===== src/rtl/pc_sequencer.sv =====
// Program-counter sequencer for the RV32I fetch stage: next-PC selection, fetch handshake, misaligned-target trap.
// Optional macro BRANCH_STATS_EN adds saturating branch / taken-branch retirement counters.
module pc_sequencer #(
    parameter int              XLEN     = 32,
    parameter logic [XLEN-1:0] RESET_PC = '0
) (
    input  logic            clk,
    input  logic            rst_n,
    input  logic            stall,
    input  logic            fetch_ready,
    output logic            fetch_valid,
    output logic [XLEN-1:0] pc,
    output logic [XLEN-1:0] pc_plus4,
    input  logic            is_branch,
    input  logic            branch_taken,
    input  logic            is_jal,
    input  logic            is_jalr,
    input  logic [XLEN-1:0] imm,
    input  logic [XLEN-1:0] rs1_val,
    output logic            misalign_trap,
    output logic [XLEN-1:0] trap_pc,
    output logic [XLEN-1:0] branch_count,
    output logic [XLEN-1:0] taken_count
);

    typedef enum logic [1:0] {BOOT, RUN, TRAP} state_t;

    state_t          state;
    state_t          state_nxt;
    logic            adv;
    logic            redirect;
    logic            misaligned;
    logic            trap_now;
    logic [XLEN-1:0] target;

    assign pc_plus4   = pc + XLEN'(4);
    assign adv        = (state == RUN) && fetch_valid && fetch_ready && !stall;
    assign misaligned = redirect && (target[1:0] != 2'b00);
    assign trap_now   = adv && misaligned;

    // NOTE: every output of a combinational block gets a default first, so no path can infer a latch.
    always_comb begin
        target   = pc_plus4;
        redirect = 1'b0;
        if (is_jalr) begin
            target   = (rs1_val + imm) & ~XLEN'(1);
            redirect = 1'b1;
        end else if (is_jal || (is_branch && branch_taken)) begin
            target   = pc + imm;
            redirect = 1'b1;
        end
    end

    // NOTE: state is updated with non-blocking assignments so all flops sample the same pre-edge values.
    always_ff @(posedge clk or negedge rst_n) begin
        if (!rst_n) state <= BOOT;
        else        state <= state_nxt;
    end

    always_comb begin
        state_nxt = state;
        unique case (state)
            BOOT:    state_nxt = RUN;
            RUN:     if (trap_now) state_nxt = TRAP;
            TRAP:    state_nxt = TRAP;
            default: state_nxt = BOOT;
        endcase
    end

    always_comb begin
        fetch_valid = (state == RUN);
    end

    // A trapping redirect leaves pc on the offending instruction.
    always_ff @(posedge clk or negedge rst_n) begin
        if (!rst_n)                  pc <= RESET_PC;
        else if (adv && !misaligned) pc <= target;
    end

    always_ff @(posedge clk or negedge rst_n) begin
        if (!rst_n) begin
            misalign_trap <= 1'b0;
            trap_pc       <= '0;
        end else if (trap_now) begin
            misalign_trap <= 1'b1;
            trap_pc       <= target;
        end
    end

`ifdef BRANCH_STATS_EN
    logic count_branch;
    assign count_branch = adv && is_branch && !misaligned;

    always_ff @(posedge clk or negedge rst_n) begin
        if (!rst_n) begin
            branch_count <= '0;
            taken_count  <= '0;
        end else if (count_branch) begin
            if (branch_count != '1)                 branch_count <= branch_count + XLEN'(1);
            if (branch_taken && taken_count != '1)  taken_count  <= taken_count + XLEN'(1);
        end
    end
`else
    assign branch_count = '0;
    assign taken_count  = '0;
`endif

endmodule


===== config.mk =====
export PLATFORM = sky130hd
export DESIGN_NAME = pc_sequencer
export DESIGN_NICKNAME = d
export VERILOG_FILES = /design/src/rtl/pc_sequencer.sv
export SDC_FILE = /design/constraint.sdc
export NUM_CORES = 1
export LEC_CHECK = 0
export CORE_ASPECT_RATIO = 0.5
export CORE_MARGIN = 3
export CORE_UTILIZATION = 30
export CTS_CLUSTER_SIZE = 12
export DETAILED_ROUTE_END_ITERATION = 10
export GPL_ROUTABILITY_DRIVEN = 0
export PLACE_DENSITY = 0.54
export SYNTH_ARGS = -nofsm -noshare
export SYNTH_HDL_FRONTEND = slang
export SYNTH_SLANG_ARGS = --single-unit

===== constraint.sdc =====
create_clock -name clk -period 3.6 [get_ports clk]
set_input_delay 0.36 -clock clk [delete_from_list [all_inputs] [get_ports clk]]
set_output_delay 0.36 -clock clk [all_outputs]
set_load 0.02 [all_outputs]

# ---- After elaboration in Yosys (flattened, before gate mapping)
# Cells that the tools add are included.
dict set report word_totals {
  mem_bits_ro 0
  mem_count 0
  out_inout_bits 162
  regBits 67
  latchBits 0
  ramBits 0
}
dict set report op_classes {
  n_lt_le_gt_ge 0
  add_sub_neg 3
  eq_ne 3
  mul 0
  mux 6
  n_reduce_logical 11
  n_div 0
  shift 0
  bitwise_logic 0
}
# operator n
set ops {}
lappend ops {{32-bit adder} 2}
lappend ops {{32-bit 2-to-1 mux} 2}
lappend ops {{32-bit by 3-bit adder with 32-bit output (second input constant)} 1}
lappend ops {{1-bit logical AND} 6}
lappend ops {{2-bit one-hot mux with 3 select lines} 1}
lappend ops {{2-bit by 1-bit == test with 1-bit output (second input constant)} 1}
lappend ops {{2-bit == test (second input constant)} 1}
lappend ops {{1-bit zero test} 2}
lappend ops {{2-bit zero test} 1}
lappend ops {{1-bit 2-to-1 mux} 2}
lappend ops {{2-bit 2-to-1 mux} 1}
lappend ops {{2-bit by 1-bit != test with 1-bit output (second input constant)} 1}
lappend ops {{2-bit nonzero test} 1}
lappend ops {{1-bit logical OR} 1}

# ---- Logic depth before layout (Yosys ltp)
# Gate-level depths: netlist (run 1).
dict set report depth {
  depth_word 9
  ltp_mapped 12
}

# ---- Worst setup path after synthesis (run 1)
# OpenSTA, ideal clock, no wires.
dict set report synth_path {
  kind {register to register}
  start {register pc[0]}
  end {register pc[30]}
  arrival_time_ns 2.912
  setup_time_ns 0.124
  n_path_buf 0
  path_stages_with_launch 13
  path_slack_ns 0.564
  cell_sequence {dfrtp_1 ha_1 inv_1 fa_1 nor2b_1 o31ai_1 a211oi_2 o21bai_1 o31a_1 o21ai_1 mux2i_1 o221ai_1 o31a_1}
}
dict set report synth_via {
  elab_chain_cells 7
  word_cells_on_any_way 8
  classes_between {2 x add/sub; 2 x mux; 4 x reduce/logical}
}
# item line
set synth_rtl {}
lappend synth_rtl {{start, declared} 12} ;# output logic [XLEN-1:0] pc,
lappend synth_rtl {{start signal, assigned} 77} ;# else if (adv && !misaligned) pc <= target;
lappend synth_rtl {{32-bit by 3-bit adder with 32-bit output or 32-bit adder (tied branches)} {36, 49}}
lappend synth_rtl {{32-bit 2-to-1 mux (*)} 48} ;# end else if (is_jal || (is_branch && branch_taken)) begin
lappend synth_rtl {{32-bit 2-to-1 mux (*)} 45} ;# if (is_jalr) begin
lappend synth_rtl {{2-bit nonzero test} 38} ;# assign misaligned = redirect && (target[1:0] != 2'b00);
lappend synth_rtl {{1-bit logical AND} 38}
lappend synth_rtl {{1-bit zero test} 77}
lappend synth_rtl {{1-bit logical AND} 77}
# Every way passes the cells marked *; elsewhere a longest branch is shown, timed or not.
# A chain may end at the register's enable or synchronous reset.

# ---- Worst setup path in the final report (run 1)
dict set report layout_path {
  start {input imm[1]}
  end {register pc[30]}
}
dict set report layout_via {
  elab_chain_cells 7
  word_cells_on_any_way 8
  classes_between {2 x add/sub; 2 x mux; 4 x reduce/logical}
}
# item line
set layout_rtl {}
lappend layout_rtl {{start, declared} 18} ;# input logic [XLEN-1:0] imm,
lappend layout_rtl {{32-bit adder} 49} ;# target = pc + imm;
lappend layout_rtl {{32-bit 2-to-1 mux} 48}
lappend layout_rtl {{32-bit 2-to-1 mux (*)} 45}
lappend layout_rtl {{2-bit nonzero test} 38}
lappend layout_rtl {{1-bit logical AND} 38}
lappend layout_rtl {{1-bit zero test} 77}
lappend layout_rtl {{1-bit logical AND} 77}
# Marked as above.

==> reports/qor_table.md, run 1 <==
| Parameter | Value | Unit |
|:---|:---|:---|
| Register-to-register setup slack | 0.35 | ns |
| Routed WL per cell | 18.6 | um |
| Number of antenna cells inserted | 0 | - |
| Library cell contributing the largest single delay on the critical path | sky130_fd_sc_hd__clkdlybuf4s50_1 | - |
| Category of the most critical setup path | primary input to register | - |
| Worst Reg-to-Reg Cells | 14 | - |
| Outcome | finished clean | - |
| Synth Area in Simple Gates | 0.181 | - |
| Yosys cell types | 73 | - |
| Die height | 119 | um |
| Final Hold Violating Endpoints | 0 | - |
| Combinational family with the most area after synthesis | compound AO/OA/AOI/OAI gates | - |
| Number of buffers on the longest clock path | 2 | - |
| Worst slack at placement | -0.320 | ns |
| Final routed DRC violation total | 0 | - |
| Worst R2R Start | pc[0]$_DFFE_PN0P_ | - |
| Endpoint arrival time on the critical path | 3.66 | ns |
| Register bit total from synthesis | 67 | - |
| Leak pwr | 4.30 | nW |
| Effective utilization at floorplan | 0.312 | - |
| Power density relative to cell area | 777 | nW/um^2 |
| Worst slew margin relative to its limit | 0.346 | - |
| Count of flip-flops with a built-in enable after synthesis | 0 | - |
| Sequential power share | 0.200 | - |
| Sinks on the clock net | 67 | - |
| Drt total wl | 27800 | um |
| Area growth from synthesis to layout | 31.5 | % |
| Post-Place Cells | 1474 | - |
| Total congestion overflow after global routing | 0 | - |
| Warnings from Yosys | 0 | - |
| Number of antenna violations at the first check in global routing | 0 | - |
| Die Outline Area | 27600 | um^2 |
| Stage delay of the slowest cell on the critical path | 0.53 | ns |
| Clock insertion delay at the later pin of the skew report | 0.35 | ns |
| Part of the Yosys area used for sequential elements | 0.219 | - |
| Most used DFF post-synth | sky130_fd_sc_hd__dfrtp_1 | - |
| Final worst path period need | 3.42 | ns |
| Overall via count from detail_route | 7802 | - |
| Classification of the worst-slack hold path | primary input to async pin | - |
| Setup repair after global routing missed its margin | yes | - |
| Post-synthesis share of cell area spent on xor and xnor gates | 0.0914 | - |
| Boundary pin count | 234 | - |
| Netlist Area Pre-Place | 7660 | um^2 |
| Number of buffers inserted for hold repair after clock tree synthesis | 0 | - |
| Combinational cell fraction of total power | 0.672 | - |
| Peak supply drop | 0.000284 | V |
| Largest net degree at the start of global routing | 38 | - |
| Share of cells above drive strength 1 | 0.112 | - |
| Critical R2R Capture | trap_pc[28]$_DFFE_PN0P_ | - |
| Count of pins over their slew limit | 0 | - |
| Count of cell instances traversed by the critical path | 12 | - |
| Num CTS Buffers | 9 | - |
| Total of max-cap violations | 0 | - |
| Worst-path clk slew | 0.06 | ns |
| Cells traversed along the worst timing path | clkdlybuf4s50_1 -> inv_1 -> fa_1 -> nand2b_1 -> a21oi_2 -> o21ai_0 -> a31o_2 -> or3_1 -> a21oi_1 -> xnor2_1 -> o221ai_2 -> o31a_1 | - |
| Switching share of total power | 0.473 | - |
| Fin nets | 1288 | - |
| Category of the worst setup path launch point | primary input | - |
| Design internal power | 4.12 | mW |
| Max Clock Freq | 0.292 | GHz |
| Routed via count divided by cell count | 5.23 | - |
| Number of endpoints failing setup at the final stage | 0 | - |
| Share of the synthesized area in compound gates (AO/OA/AOI/OAI) | 0.234 | - |
| Utilization after layout | 0.411 | - |
| Crit path launch | imm[1] | - |
| Setup skew after layout | 0.00971 | ns |
| Type of element capturing the critical path | register | - |
| Crit path buffers/inverters | 2 | - |
| Via count of the first global-routing pass | 7467 | - |
| Clock root cell | sky130_fd_sc_hd__clkbuf_16 | - |
| Share of cell area taken by muxes after synthesis | 0.0650 | - |
| Number of standard cells in the layout, taps in and fillers out | 1491 | - |
| PnR worst setup slack | 0.178 | ns |
| Share of total power in the clock network | 0.127 | - |
| Total Negative Setup Slacks | 0 | ns |
| GRT Util Overall | 0.195 | - |
| Per-instance average area after synthesis | 7.97 | um^2 |
| Total net switching power | 3.70 | mW |
| Routed Antenna Nets | 0 | - |
| Actual transition at the worst max-transition pin | 0.973 | ns |
| TritonCTS clock tree | yes | - |
| Row count | 40 | - |
| Worst Path Max Fanout | 6 | - |
| Synthesized instance count | 961 | - |
| Number of iterations in the first detailed-routing pass | 4 | - |
| Die boundary width | 232 | um |
| Post-DP HPWL | 22600 | um |
| IO buf count | 169 | - |
| Cells taking the most area after synthesis | sky130_fd_sc_hd__dfrtp_1, sky130_fd_sc_hd__ha_1, sky130_fd_sc_hd__buf_4, sky130_fd_sc_hd__xnor2_1, sky130_fd_sc_hd__mux2_2 | - |
| Adder and majority gate portion of the synthesized area | 0.110 | - |
| CTS HTree Levels | 3 | - |
| Cell family with the largest share of critical-path delay | compound AO/OA/AOI/OAI gates | - |
| Critical path data required time | 3.84 | ns |
| Area share of the largest cell type after synthesis | 0.219 | - |
| DR iter-0 viols | 554 | - |
| Global-route wire length before repair | 42500 | um |
| Post-synthesis async set-or-reset flop share | 1.00 | - |
| Share of the clock period used by the worst path after layout | 0.950 | - |
| Dominant cell type by area after synthesis | sky130_fd_sc_hd__dfrtp_1 | - |
| Critical Path End | pc[30]$_DFFE_PN0P_ | - |
| Core region area | 24500 | um^2 |
[worst min path at each step]
stage / from / to / slack, ns / cells after the start
after detailed placement: misalign_trap$_DFFE_PN0P_ / misalign_trap$_DFFE_PN0P_ / 0.46 / 1
final: rst_n / pc[31]$_DFFE_PN0P_ / 0.14 / 1
after global placement: misalign_trap$_DFFE_PN0P_ / misalign_trap$_DFFE_PN0P_ / 0.45 / 1
after floorplan: rst_n / misalign_trap$_DFFE_PN0P_ / 0.06 / 0
after global routing: rst_n / pc[31]$_DFFE_PN0P_ / 0.20 / 1
after CTS: rst_n / state[1]$_DFFE_PN0P_ / 0.15 / 1
[cells in the final DEF (no fill, tap or decap), types with 16 or more instances in the layout]
cell type / n
sky130_fd_sc_hd__dfrtp_1: 67
sky130_fd_sc_hd__conb_1: 64
sky130_fd_sc_hd__inv_1: 29
sky130_fd_sc_hd__nand3_1: 24
sky130_fd_sc_hd__nor2_1: 70
sky130_fd_sc_hd__o21ai_0: 59
sky130_fd_sc_hd__buf_4: 50
sky130_fd_sc_hd__xnor2_1: 51
sky130_fd_sc_hd__nand2b_1: 16
sky130_fd_sc_hd__nand4_1: 17
sky130_fd_sc_hd__a21oi_1: 80
sky130_fd_sc_hd__xor2_1: 27
sky130_fd_sc_hd__a21o_1: 20
sky130_fd_sc_hd__ha_1: 64
sky130_fd_sc_hd__clkdlybuf4s50_1: 168
sky130_fd_sc_hd__nand2_1: 100
sky130_fd_sc_hd__mux2_2: 38
[per-stage QoR]
step	hold WS, ns	area, um^2	power [mW]
floorplan	0.0644	7890	4.69
detailed placement	0.456	9720	6.79
finish	0.135	10100	7.82
global placement	0.451	9720	6.76
CTS	0.154	10000	7.82
global route	0.198	10100	8.35
[worst register-to-register path, delay by kind of cell (launching register included)]
kind | cells | cell delay [ns]
AOI/OAI and AO/OA | 6 | 1.29
muxes | 2 | 0.58
adders and majority gates | 2 | 0.43
DFF | 1 | 0.42
buffers and inverters | 3 | 0.40
and+or+nand+nor | 1 | 0.07
[power by group through the flow]
stage	clock (mW)	combinational, mW	sequential (mW)
3_3_place_gp	0	5.19	1.57
3_5_place_dp	0	5.21	1.58
6_report	0.994	5.26	1.57
4_1_cts	1.01	5.24	1.57
2_1_floorplan	0	2.81	1.88
5_1_grt	1.05	5.66	1.64
[flip-flops by register name (all words and copies together) (netlist names)]
signal / cells
pc: 32
misalign_trap: 1
state: 2
trap_pc: 32
[synthesized netlist by cell type, types with 17 or more instances]
library cell	number
sky130_fd_sc_hd__mux2_2	38
sky130_fd_sc_hd__nand3_1	24
sky130_fd_sc_hd__clkbuf_1	28
sky130_fd_sc_hd__nand4_1	17
sky130_fd_sc_hd__ha_1	64
sky130_fd_sc_hd__a21o_1	20
sky130_fd_sc_hd__nor2_1	71
sky130_fd_sc_hd__a21oi_1	82
sky130_fd_sc_hd__o21ai_0	60
sky130_fd_sc_hd__buf_4	67
sky130_fd_sc_hd__dfrtp_1	67
sky130_fd_sc_hd__xnor2_1	51
sky130_fd_sc_hd__inv_1	29
sky130_fd_sc_hd__xor2_1	27
sky130_fd_sc_hd__nand2_1	100
[area by class of cell]
type	count	area, um^2
Timing Repair Buffer	219	2060
Clock buffer	10	239
Clock inverter	6	88.8
Inverter	29	109
Multi-Input combinational cell	824	5470
Fill cell	2484	14500
Tap cell	336	420
Sequential cell	67	1680
[metal layers]
| layer | track usage | part of all wire | vias to the layer above |
|---|---|---|---|
| li1 | - | - | 3733 |
| met1 | 0.273 | 0.47 | 3791 |
| met2 | 0.315 | 0.46 | 249 |
| met3 | 0.0280 | 0.052 | 29 |
| met4 | 0.0487 | 0.017 | 0 |
| met5 | 0 | 0 | - |
[logic make-up after synthesis]
logic type | count (synthesis)
fa+ha+maj | 66
flops | 67
mux | 45
compound gates | 280
xor+xnor | 79
buf+inv | 133
simple gates | 290
other cells | 1
[repair_timing]
item	4_1_cts	5_1_grt
resized for setup	0	3
setup buffers	0	1
setup endpoints to repair	0	7
(Power assumes the default switching activity.)
==> inputs of run 2 (changes only) <==
CAP_MARGIN = 20   (was unset)
CORE_UTILIZATION = 49   (was 30)
CTS_CLUSTER_SIZE = unset   (was 12)
PLACE_DENSITY = 0.82   (was 0.54)
==> reports/qor_table.md, run 2 (same netlist as run 1, synthesis figures left out) <==
| Parameter | Value | Unit | Delta |
|:---|:---|:---|:---|
| Endpoint arrival time on the critical path | 3.66 | ns | about the same |
| Total of max-cap violations | 0 | - | unchanged |
| Die Outline Area | 17300 | um^2 | -37% |
| Actual transition at the worst max-transition pin | 0.870 | ns | -0.103 ns |
| Num CTS Buffers | 9 | - | unchanged |
| CTS HTree Levels | 3 | - | unchanged |
| Post-Place Cells | 1318 | - | -11% |
| Sequential power share | 0.202 | - | +0.002 |
| Clock root cell | sky130_fd_sc_hd__clkbuf_16 | - |  |
| Number of standard cells in the layout, taps in and fillers out | 1334 | - | -11% |
| Overall via count from detail_route | 8144 | - | +4.4% |
| Top library cells by usage in the layout, fill and taps aside | sky130_fd_sc_hd__clkdlybuf4s50_1, sky130_fd_sc_hd__nand2_1, sky130_fd_sc_hd__a21oi_1, sky130_fd_sc_hd__nor2_1, sky130_fd_sc_hd__dfrtp_1 | - |  |
| Max Clock Freq | 0.292 | GHz | -0.12% |
| Total net switching power | 3.74 | mW | +1.3% |
| Die height | 94.4 | um | -21% |
| Hold_ws | 0.0682 | ns | -0.0672 ns |
| Share of total power in the clock network | 0.127 | - | about the same |
| Overall Power | 7.81 | mW | -0.17% |
| Leak pwr | 4.21 | nW | -2.1% |
| Total congestion overflow after global routing | 0 | - | unchanged |
| Number of buffers on the longest clock path | 2 | - | unchanged |
| Routed Antenna Nets | 0 | - | unchanged |
| Classification of the worst-slack hold path | primary input to async pin | - |  |
| Clock insertion delay at the later pin of the skew report | 0.34 | ns | about the same |
| GRT Util Overall | 0.291 | - | +0.0959 |
| Final routed DRC violation total | 0 | - | unchanged |
| Drt total wl | 26200 | um | -5.6% |
| Boundary pin count | 234 | - | unchanged |
| Area growth from synthesis to layout | 27.3 | % |  |
| Core region area | 14900 | um^2 | -39% |
| Worst slack at placement | -0.142 | ns | +0.178 ns |
| Largest net degree at the start of global routing | 40 | - | +5.3% |
| Critical path data required time | 3.83 | ns | about the same |
| Effective utilization at floorplan | 0.515 | - | +0.203 |
| DR iter-0 viols | 826 | - | +49% |
| Biggest regs | pc: 32 flops, trap_pc: 32 flops, state: 2 flops | - |  |
| Number of endpoints failing setup at the final stage | 0 | - | unchanged |
| Final Hold Violating Endpoints | 0 | - | unchanged |
| Routed via count divided by cell count | 6.10 | - | +17% |
| Row count | 31 | - | -23% |
| Number of antenna cells inserted | 0 | - | unchanged |
| Fin nets | 1269 | - | -1.5% |
| Combinational cell fraction of total power | 0.671 | - | about the same |
| Switching share of total power | 0.480 | - | +0.00683 |
| Type of element capturing the critical path | register | - |  |
| Filler Cells Inserted | 1226 | - | -51% |
| Setup repair after global routing missed its margin | no | - |  |
| Most common cell after layout, fill and taps aside | sky130_fd_sc_hd__clkdlybuf4s50_1 | - |  |
| Setup skew after layout | 0.00978 | ns | +0.0000723 ns |
| Category of the most critical setup path | primary input to register | - |  |
| Outcome | finished clean | - |  |
| IO buf count | 169 | - | unchanged |
| Total Negative Setup Slacks | 0 | ns | unchanged |
| Number of antenna violations at the first check in global routing | 0 | - | unchanged |
| Category of the worst setup path launch point | primary input | - |  |
| TritonCTS clock tree | yes | - |  |
| Worst slew margin relative to its limit | 0.420 | - | +0.0741 |
| Power density relative to cell area | 801 | nW/um^2 | +3.1% |
| Number of buffers inserted for hold repair after clock tree synthesis | 0 | - | unchanged |
| Via count of the first global-routing pass | 7818 | - | +4.7% |
| Routed WL per cell | 19.7 | um | +5.6% |
| Design internal power | 4.06 | mW | -1.5% |
| Share of the clock period used by the worst path after layout | 0.952 | - | +0.00117 |
| Final worst path period need | 3.43 | ns | +0.00422 ns |
| Worst Path Max Fanout | 6 | - | unchanged |
| Peak supply drop | 0.000379 | V | +33% |
| Post-DP HPWL | 20300 | um | -10% |
| Worst-path clk slew | 0.06 | ns | about the same |
| PnR worst setup slack | 0.174 | ns | -0.00422 ns |
| Share of cells above drive strength 1 | 0.0951 | - | -0.0166 |
| Count of pins over their slew limit | 0 | - | unchanged |
| Global-route wire length before repair | 40400 | um | -4.8% |
| Sinks on the clock net | 67 | - | unchanged |
| Number of iterations in the first detailed-routing pass | 8 | - | +4 |
| Die boundary width | 183 | um | -21% |
==> run 2: cell types whose count changed in the layout (fill, tap and decap cells not counted), sizes merged <==
cell      change
clkinv        -1
inv           +1
clkinvlp      -1
clkbuf        +1
buf          -19
==> run 2: repair_timing <==
action	in CTS	in global routing
endpoints found under the setup margin	0	4
resized for setup	0	2
buffers inserted	0	0
==> run 2: final cells by class <==
type	instances	area [um^2]	share of cell area
well taps	198	248	0.0254
repair buffers	200	1920	0.197
inverters	29	109	0.0112
clock inverters	5	85.1	0.00873
clock buffers	11	243	0.0249
multi-input cells	824	5470	0.561
flip-flops and latches	67	1680	0.172
==> run 2: routing by layer <==
layer | GRT usage | wire length (um) | vias up
met1 | 0.372 | 10300 | 3819
met5 | 0 | 0 | -
met3 | 0.0773 | 3300 | 87
met2 | 0.498 | 12000 | 554
met4 | 0.0660 | 654 | 0
li1 | - | - | 3684
==> run 2: per-stage QoR <==
| stage | util | cell area (um^2) |
|---|---|---|
| after floorplan | - | 7890 |
| after CTS | 0.656 | 9740 |
| after global placement | 0.634 | 9410 |
| after detailed placement | 0.634 | 9410 |
| after global routing | 0.656 | 9750 |
| final | 0.656 | 9750 |
==> run 2: worst paths after layout <==
kind,start,slack (ns),depth (start not counted),endpoint
max,imm[0],0.17,12,pc[30]$_DFFE_PN0P_
min,rst_n,0.07,1,trap_pc[9]$_DFFE_PN0P_
max reg2reg,pc[0]$_DFFE_PN0P_,0.20,13,trap_pc[28]$_DFFE_PN0P_
min reg2reg,misalign_trap$_DFFE_PN0P_,0.47,1,misalign_trap$_DFFE_PN0P_
max in group asynchronous,rst_n,2.53,2,trap_pc[16]$_DFFE_PN0P_
min in group clk,misalign_trap$_DFFE_PN0P_,0.47,1,misalign_trap$_DFFE_PN0P_
==> run 2: critical path, cell delays in order <==
cell	delay [ns]
sky130_fd_sc_hd__clkdlybuf4s50_1	0.49
sky130_fd_sc_hd__nand2_1	0.13
sky130_fd_sc_hd__fa_1	0.40
sky130_fd_sc_hd__nand2b_1	0.19
sky130_fd_sc_hd__a21oi_1	0.23
sky130_fd_sc_hd__o21ai_1	0.19
sky130_fd_sc_hd__a31o_2	0.36
sky130_fd_sc_hd__or3_1	0.37
sky130_fd_sc_hd__a21oi_1	0.19
sky130_fd_sc_hd__xnor2_1	0.22
sky130_fd_sc_hd__o221ai_1	0.22
sky130_fd_sc_hd__o31a_1	0.32
==> run 2: power by group through the flow <==
stage	Sequential (mW)	Combinational, mW	Clock, mW
final	1.58	5.24	0.993
after global routing	1.63	5.56	1.02
after CTS	1.57	5.14	0.991
after detailed placement	1.57	5.08	0
after global placement	1.55	4.97	0
after floorplan	1.88	2.81	0
